`src/rtl/fb_arb_pkg.sv`:
```
// Shared definitions for the frame buffer arbiter: parameter defaults,
// state encoding, read-return source tags and a small saturation helper.
package fb_arb_pkg;

  // 128x128 gray frame buffer
  localparam int ADDR_W_DEF     = 14;
  localparam int DATA_W_DEF     = 8;
  // processing-port wait cycles before it is forced onto the BRAM
  localparam int STARVE_LIM_DEF = 32;

  // last accepted source; IDLE when nothing was accepted
  typedef enum logic [1:0] {
    ST_IDLE = 2'd0,
    ST_DISP = 2'd1,
    ST_PROC = 2'd2
  } arb_state_e;

  // who owns the read data coming back from the BRAM
  typedef enum logic [1:0] {
    TAG_NONE = 2'd0,
    TAG_DISP = 2'd1,
    TAG_PROC = 2'd2
  } src_tag_e;

  // clamp an unsigned value into an 8-bit debug register
  function automatic logic [7:0] sat_u8(input int unsigned v);
    return (v > 32'd255) ? 8'hFF : v[7:0];
  endfunction

endpackage

```
`src/rtl/fb_rd_return_pipe.sv`:
```
// Read-return path: carries the source tag of each accepted read alongside
// the BRAM access and steers mem_rdata to the owning port two cycles after
// acceptance. Clearing the tags on reset drops any reads still in flight.
module fb_rd_return_pipe
  import fb_arb_pkg::*;
#(
  parameter int DATA_W = DATA_W_DEF
) (
  input  logic              clock,
  input  logic              reset,
  input  src_tag_e          acc_tag,
  input  logic [DATA_W-1:0] mem_rdata,
  output logic              disp_rvalid,
  output logic [DATA_W-1:0] disp_rdata,
  output logic              proc_rvalid,
  output logic [DATA_W-1:0] proc_rdata
);

  // tag_issue_q: tag of the access on the BRAM port this cycle
  // tag_ret_q  : tag of the data arriving on mem_rdata this cycle
  src_tag_e tag_issue_q;
  src_tag_e tag_ret_q;

  // advance the tag pipeline one stage per cycle, in acceptance order
  always_ff @(posedge clock) begin
    if (reset) begin
      tag_issue_q <= TAG_NONE;
      tag_ret_q   <= TAG_NONE;
    end else begin
      tag_issue_q <= acc_tag;
      tag_ret_q   <= tag_issue_q;
    end
  end

  // steer returning data to its owner; data reads as zero when not valid
  always_comb begin
    disp_rvalid = !reset && (tag_ret_q == TAG_DISP);
    proc_rvalid = !reset && (tag_ret_q == TAG_PROC);
    disp_rdata  = disp_rvalid ? mem_rdata : '0;
    proc_rdata  = proc_rvalid ? mem_rdata : '0;
  end

endmodule

```
`src/rtl/frame_buffer_arbiter.sv`:
```
// Two-port arbiter in front of a single-port frame buffer BRAM. The display
// port normally wins; the processing port is forced through once it has
// waited STARVE_LIM cycles. One access is issued per cycle, in order, so a
// write followed by a read to the same address naturally returns new data.
module frame_buffer_arbiter
  import fb_arb_pkg::*;
#(
  parameter int ADDR_W     = ADDR_W_DEF,
  parameter int DATA_W     = DATA_W_DEF,
  parameter int STARVE_LIM = STARVE_LIM_DEF
) (
  input  logic              clock,
  input  logic              reset,
  input  logic              disp_req,
  input  logic [ADDR_W-1:0] disp_addr,
  output logic              disp_gnt,
  output logic [DATA_W-1:0] disp_rdata,
  output logic              disp_rvalid,
  input  logic              proc_req,
  input  logic              proc_we,
  input  logic [ADDR_W-1:0] proc_addr,
  input  logic [DATA_W-1:0] proc_wdata,
  output logic              proc_gnt,
  output logic [DATA_W-1:0] proc_rdata,
  output logic              proc_rvalid,
  output logic              mem_en,
  output logic              mem_we,
  output logic [ADDR_W-1:0] mem_addr,
  output logic [DATA_W-1:0] mem_wdata,
  input  logic [DATA_W-1:0] mem_rdata,
  output logic [7:0]        starve_cnt_max
);

  localparam int WAIT_W = $clog2(STARVE_LIM + 1);
  localparam logic [WAIT_W-1:0] WAIT_LIM = WAIT_W'(STARVE_LIM);

  arb_state_e        state_q, state_d;
  logic [WAIT_W-1:0] wait_q, wait_d;
  logic [7:0]        starve_max_q, starve_max_d;
  logic              mem_we_q, mem_we_d;
  logic [ADDR_W-1:0] mem_addr_q, mem_addr_d;
  logic [DATA_W-1:0] mem_wdata_q, mem_wdata_d;
  logic              force_proc;
  src_tag_e          acc_tag;

  // grant decision: display first unless processing has hit its wait limit
  always_comb begin
    force_proc = proc_req && (wait_q == WAIT_LIM);
    proc_gnt   = !reset && proc_req && (force_proc || !disp_req);
    disp_gnt   = !reset && disp_req && !proc_gnt;
  end

  // next-state for the wait counter, peak tracker, state and BRAM command
  always_comb begin
    wait_d = wait_q;
    if (!proc_req || proc_gnt) begin
      wait_d = '0;
    end else if (wait_q != WAIT_LIM) begin
      wait_d = wait_q + WAIT_W'(1);
    end

    starve_max_d = starve_max_q;
    if (32'(wait_q) > 32'(starve_max_q)) begin
      starve_max_d = sat_u8(32'(wait_q));
    end

    // next state depends only on this cycle's grant
    if (proc_gnt) begin
      state_d = ST_PROC;
    end else if (disp_gnt) begin
      state_d = ST_DISP;
    end else begin
      state_d = ST_IDLE;
    end

    mem_we_d    = proc_gnt && proc_we;
    mem_addr_d  = mem_addr_q;
    mem_wdata_d = mem_wdata_q;
    if (proc_gnt) begin
      mem_addr_d = proc_addr;
      if (proc_we) begin
        mem_wdata_d = proc_wdata;
      end
    end else if (disp_gnt) begin
      mem_addr_d = disp_addr;
    end

    // writes return nothing, so they carry no tag
    acc_tag = TAG_NONE;
    if (disp_gnt) begin
      acc_tag = TAG_DISP;
    end else if (proc_gnt && !proc_we) begin
      acc_tag = TAG_PROC;
    end
  end

  // state machine and registered BRAM command, one stage after acceptance
  always_ff @(posedge clock) begin
    if (reset) begin
      state_q      <= ST_IDLE;
      wait_q       <= '0;
      starve_max_q <= '0;
      mem_we_q     <= 1'b0;
      mem_addr_q   <= '0;
      mem_wdata_q  <= '0;
    end else begin
      state_q      <= state_d;
      wait_q       <= wait_d;
      starve_max_q <= starve_max_d;
      mem_we_q     <= mem_we_d;
      mem_addr_q   <= mem_addr_d;
      mem_wdata_q  <= mem_wdata_d;
    end
  end

  // the BRAM is enabled exactly when the previous cycle accepted something
  always_comb begin
    mem_en         = !reset && (state_q != ST_IDLE);
    mem_we         = !reset && mem_we_q;
    mem_addr       = mem_addr_q;
    mem_wdata      = mem_wdata_q;
    starve_cnt_max = starve_max_q;
  end

  fb_rd_return_pipe #(
    .DATA_W (DATA_W)
  ) u_rd_return_pipe (
    .clock       (clock),
    .reset       (reset),
    .acc_tag     (acc_tag),
    .mem_rdata   (mem_rdata),
    .disp_rvalid (disp_rvalid),
    .disp_rdata  (disp_rdata),
    .proc_rvalid (proc_rvalid),
    .proc_rdata  (proc_rdata)
  );

endmodule

```
`config.mk`:
```
export PLATFORM = sky130hd
export DESIGN_NAME = frame_buffer_arbiter
export DESIGN_NICKNAME = d
export VERILOG_FILES = /design/src/rtl/fb_arb_pkg.sv /design/src/rtl/fb_rd_return_pipe.sv /design/src/rtl/frame_buffer_arbiter.sv
export SDC_FILE = /design/constraint.sdc
export NUM_CORES = 1
export LEC_CHECK = 0
export ABC_AREA = 1
export BUFFER_PORTS_ARGS = -buffer_cell sky130_fd_sc_hd__buf_2
export CAP_MARGIN = 20
export CORE_ASPECT_RATIO = 0.6
export CORE_MARGIN = 2
export CORE_UTILIZATION = 40
export DETAILED_ROUTE_END_ITERATION = 8
export PLACE_DENSITY = 0.67
export SLEW_MARGIN = 20
export SYNTH_ARGS = -nofsm -noshare
export SYNTH_HDL_FRONTEND = slang
export SYNTH_SLANG_ARGS = --single-unit
```
`constraint.sdc`:
```
create_clock -name clock -period 1.8 [get_ports clock]
set_input_delay 0.27 -clock clock [delete_from_list [all_inputs] [get_ports clock]]
set_output_delay 0.27 -clock clock [all_outputs]
set_load 0.05 [all_outputs]
```
==> out/summary.log <==
INFO  status         status=completed
INFO  power          p_per_area=1030nW/µm²
INFO  synthesis      mappedNetlistArea=2200µm²
INFO  critical_path  timing.critical_path.arrival=1.49ns
INFO  placement      total_of_buffers_placed_on_input_and_output_ports=98
INFO  finish         area_growth=40.6%
INFO  clock_network  cts_max_level=2
INFO  clock_network  cts_inserted_buffers=5
INFO  finish         fillCellCount=497
INFO  power          static-leakage-power=1.66nW
INFO  critical_path  r2r_cells=9
INFO  placement      place_area=2770µm²
INFO  detailed_routing wl_per_cell=11.0µm
INFO  synthesis      synthesis.area_per_instance=6.72µm²
INFO  grt            first_global_vias=2003
INFO  flow_run       max_cap_violations=0
INFO  finish         final_util=59.7%
INFO  finish         layout.nets=489
INFO  detailed_routing route.antenna.remaining_nets=0
INFO  min_path       hold_path.class=input pin to flop
INFO  detailed_routing drt_wl_total=5480µm
INFO  synthesis      synthArstFlopShare=0%
INFO  synthesis      synth.top_cells.by_count=sky130_fd_sc_hd__nor2_1 (80), sky130_fd_sc_hd__inv_1 (52), sky130_fd_sc_hd__nand2_1 (49)
INFO  critical_path  critical_path.reg2reg.startpoint=starve_cnt_max[5]$_SDFFE_PP0N_
INFO  synthesis      synth.top_cells.by_area=sky130_fd_sc_hd__dfxtp_1 (37%), sky130_fd_sc_hd__nor2_1 (14%), sky130_fd_sc_hd__inv_1 (8.9%)
INFO  timing         rsz0062_at_grt=yes
INFO  grt            grt_first_pass_wirelength=8580µm
INFO  floorplanning  fp.dieH=61.4µm
INFO  floorplanning  floorplan.die_area=6120µm²
INFO  synthesis      synth_top_flop_cell=sky130_fd_sc_hd__dfxtp_1
INFO  finish         finish.cell_count_without_fillers=499
INFO  finish         layout-drive-gt1-share=37.6%
INFO  finish         final_cell_area=3090µm²
INFO  placement      detailed_place_hpwl=4050µm
INFO  grt            grt_start_max_net_pins=29
INFO  synthesis      synth_cell_types=26
INFO  floorplanning  i_o_pins=101
INFO  timing         setup_viol=0
INFO  floorplanning  floorplan.die.width=99.7µm
INFO  critical_path  timing.setup.critical_path_class=flop to primary output
INFO  placement      dp_cells=481
INFO  timing         timing.clock.skew=0.00474ns
INFO  clock_network  cts.hold.buffers_added=0
INFO  synthesis      ys_warn_count=0
INFO  detailed_routing firstDrtPassIters=4
INFO  min_path       hold_ep=u_rd_return_pipe.tag_issue_q[1]$_SDFF_PP0_
INFO  floorplanning  num_rows=20
INFO  floorplanning  initial_utilization=42.4%
INFO  detailed_routing drc=0
INFO  placement      dp_slack=0.185ns
INFO  finish         antennaDiodeCount=0
INFO  timing         finalMaxSlewViolations=0
INFO  clock_network  cts_tree=yes
INFO  timing         setup_slack=0.0384ns
INFO  synthesis      post-synth-top-area-cell=sky130_fd_sc_hd__dfxtp_1
INFO  grt            antenna_found_initial=0
INFO  min_path       holdCritStartpoint=proc_we
INFO  synthesis      ys_ff_latch=41
INFO  clock_network  cts_num_sinks=41
INFO  synthesis      postSynthCellCount=327
INFO  clock_network  cts_buffer_depth=2
INFO  critical_path  timing.critical_path.fanout_max=4
INFO  placement      gp_congestion=0.831
INFO  min_path       min_path_cells=2
INFO  clock_network  cts.root.buffer_cell=sky130_fd_sc_hd__clkbuf_8
INFO  power          ir_worst_vdd=1070µV
INFO  critical_path  critPathCaptureType=primary output
INFO  synthesis      synth_enable_flop_cells=0
INFO  synthesis      yosysTopAreaCellShare=37.3%
INFO  floorplanning  core_region_area=5180µm²
INFO  timing         final_period_minus_worst_setup_slack=1.76ns
INFO  critical_path  r2r_setup_slack=0.15ns
INFO  grt            globalRouteTotalUtil=17.9%
INFO  timing         timing.fmax=0.568GHz
INFO  detailed_routing number_of_vias_per_cell_after_detailed_routing=4.55
INFO  synthesis      synthMostInstantiatedCell=sky130_fd_sc_hd__nor2_1
INFO  detailed_routing initialDrtViolationCount=37
INFO  grt            grt_overflow=0
INFO  clock_network  clock_pin_slew_on_the_worst_setup_and_hold_paths=0.08ns
INFO  detailed_routing vias=2270
INFO  critical_path  r2r-end=starve_cnt_max[5]$_SDFFE_PP0N_
INFO  critical_path  timing.critical_path.required=1.53ns
INFO  timing         finalCritPeriodShare=97.9%
INFO  clock_network  clk-insertion-delay-late=0.29ns
INFO  synthesis      seq_area_frac_synth=37.3%
INFO  critical_path  critical_path.startpoint_type=flop
INFO  timing         final-hold-violation-count=0
cell families (layout without fill, tap and decap cells):
kind of cell             Yosys count  count (layout)  synth area share (%)
other                              1               2                 0.171
buffers and inverters             71             176                  14.3
AO/OA/AOI/OAI                     40              40                  11.0
adder cells (fa/ha/maj)            8               8                  4.55
AND/OR/NAND/NOR                  165             165                  32.2
flip-flops                        41              41                  37.3
XOR/XNOR                           1               1                 0.398
worst max-delay path by stage:
| stage | from | end | slack, ns | depth (start not counted) |
|---|---|---|---|---|
| 3_3_place_gp | wait_q[1]$_SDFFE_PP0P_ | disp_gnt | 0.21 | 8 |
| 2_1_floorplan | u_rd_return_pipe.tag_ret_q[1]$_SDFF_PP0_ | disp_rdata[0] | -0.06 | 3 |
| 4_1_cts | wait_q[5]$_SDFFE_PP0P_ | proc_gnt | -0.03 | 7 |
| 3_5_place_dp | starve_cnt_max[5]$_SDFFE_PP0N_ | starve_cnt_max[5]$_SDFFE_PP0N_ | 0.19 | 9 |
| 5_1_grt | wait_q[1]$_SDFFE_PP0P_ | disp_gnt | -0.03 | 8 |
| 6_report | wait_q[1]$_SDFFE_PP0P_ | disp_gnt | 0.04 | 8 |
through the flow:
| stage | hold slack, ns | power [W] | setup TNS (ns) |
|---|---|---|---|
| after global placement | 0.405 | 0.00238 | 0 |
| after detailed placement | 0.405 | 0.00241 | 0 |
| final | 0.179 | 0.00318 | 0 |
| after floorplan | 0.341 | 0.00217 | -0.505 |
| after CTS | 0.164 | 0.00320 | -0.0370 |
| after global routing | 0.166 | 0.00338 | -0.0884 |
flip-flops by register name (all words and copies together), names as in the netlist:
register / flops
mem_addr: 14
u_rd_return_pipe.tag_ret_q: 2
starve_cnt_max: 6
mem_we_q: 1
mem_wdata: 8
wait_q: 6
u_rd_return_pipe.tag_issue_q: 2
state_q: 2
where the power goes:
| part | total [W] | internal, W | switching (W) |
|---|---|---|---|
| registers | 0.00108 | 0.00102 | 0.0000622 |
| clock network | 0.000768 | 0.000452 | 0.000316 |
| logic | 0.00133 | 0.000396 | 0.000937 |
| total | 0.00318 | 0.00187 | 0.00131 |
placed cells by master (no fill, tap or decap), types with 4 or more instances in the layout:
master | synthesis | final
sky130_fd_sc_hd__a21oi_2 | 10 | 10
sky130_fd_sc_hd__inv_2 | 3 | 4
sky130_fd_sc_hd__a21oi_1 | 14 | 14
sky130_fd_sc_hd__buf_2 | 6 | 88
sky130_fd_sc_hd__o21ai_0 | 14 | 14
sky130_fd_sc_hd__buf_6 | 2 | 10
sky130_fd_sc_hd__nand3_1 | 25 | 25
sky130_fd_sc_hd__dfxtp_1 | 41 | 35
sky130_fd_sc_hd__buf_4 | 4 | 14
sky130_fd_sc_hd__ha_1 | 8 | 7
sky130_fd_sc_hd__inv_1 | 52 | 47
sky130_fd_sc_hd__nor2_1 | 80 | 71
sky130_fd_sc_hd__clkbuf_8 | 0 | 6
sky130_fd_sc_hd__nand2_1 | 49 | 48
sky130_fd_sc_hd__dfxtp_2 | 0 | 5
sky130_fd_sc_hd__nor2_4 | 0 | 9
repair_timing:
action	CTS	global route
endpoints found under the setup margin	2	10
cloned	0	0
resized for setup	4	39
pin swaps	3	3
setup buffers	1	9
worst max-delay path: stages, from the launching register on:
cell,delay (ns)
sky130_fd_sc_hd__dfxtp_4,0.37
sky130_fd_sc_hd__inv_4,0.04
sky130_fd_sc_hd__ha_4,0.16
sky130_fd_sc_hd__nand3_4,0.10
sky130_fd_sc_hd__nand2_4,0.07
sky130_fd_sc_hd__nand2_4,0.07
sky130_fd_sc_hd__clkinvlp_4,0.12
sky130_fd_sc_hd__nor2_4,0.12
sky130_fd_sc_hd__buf_6,0.16
layout make-up:
type,count,area (µm²),share of cell area (%)
Sequential cell,41,831,26.9
Tap cell,66,82.6,2.67
Clock buffer,7,86.3,2.79
Inverter,55,219,7.08
Multi-Input combinational cell,216,1160,37.7
Timing Repair Buffer,113,678,21.9
Clock inverter,1,30.0,0.971
metal layers:
metal  track usage [%]  wire length, µm
met4              4.50               40
met5                 0                0
met3              6.02              424
met2              32.7             2550
met1              20.7             2460
(Power assumes the default switching activity.)
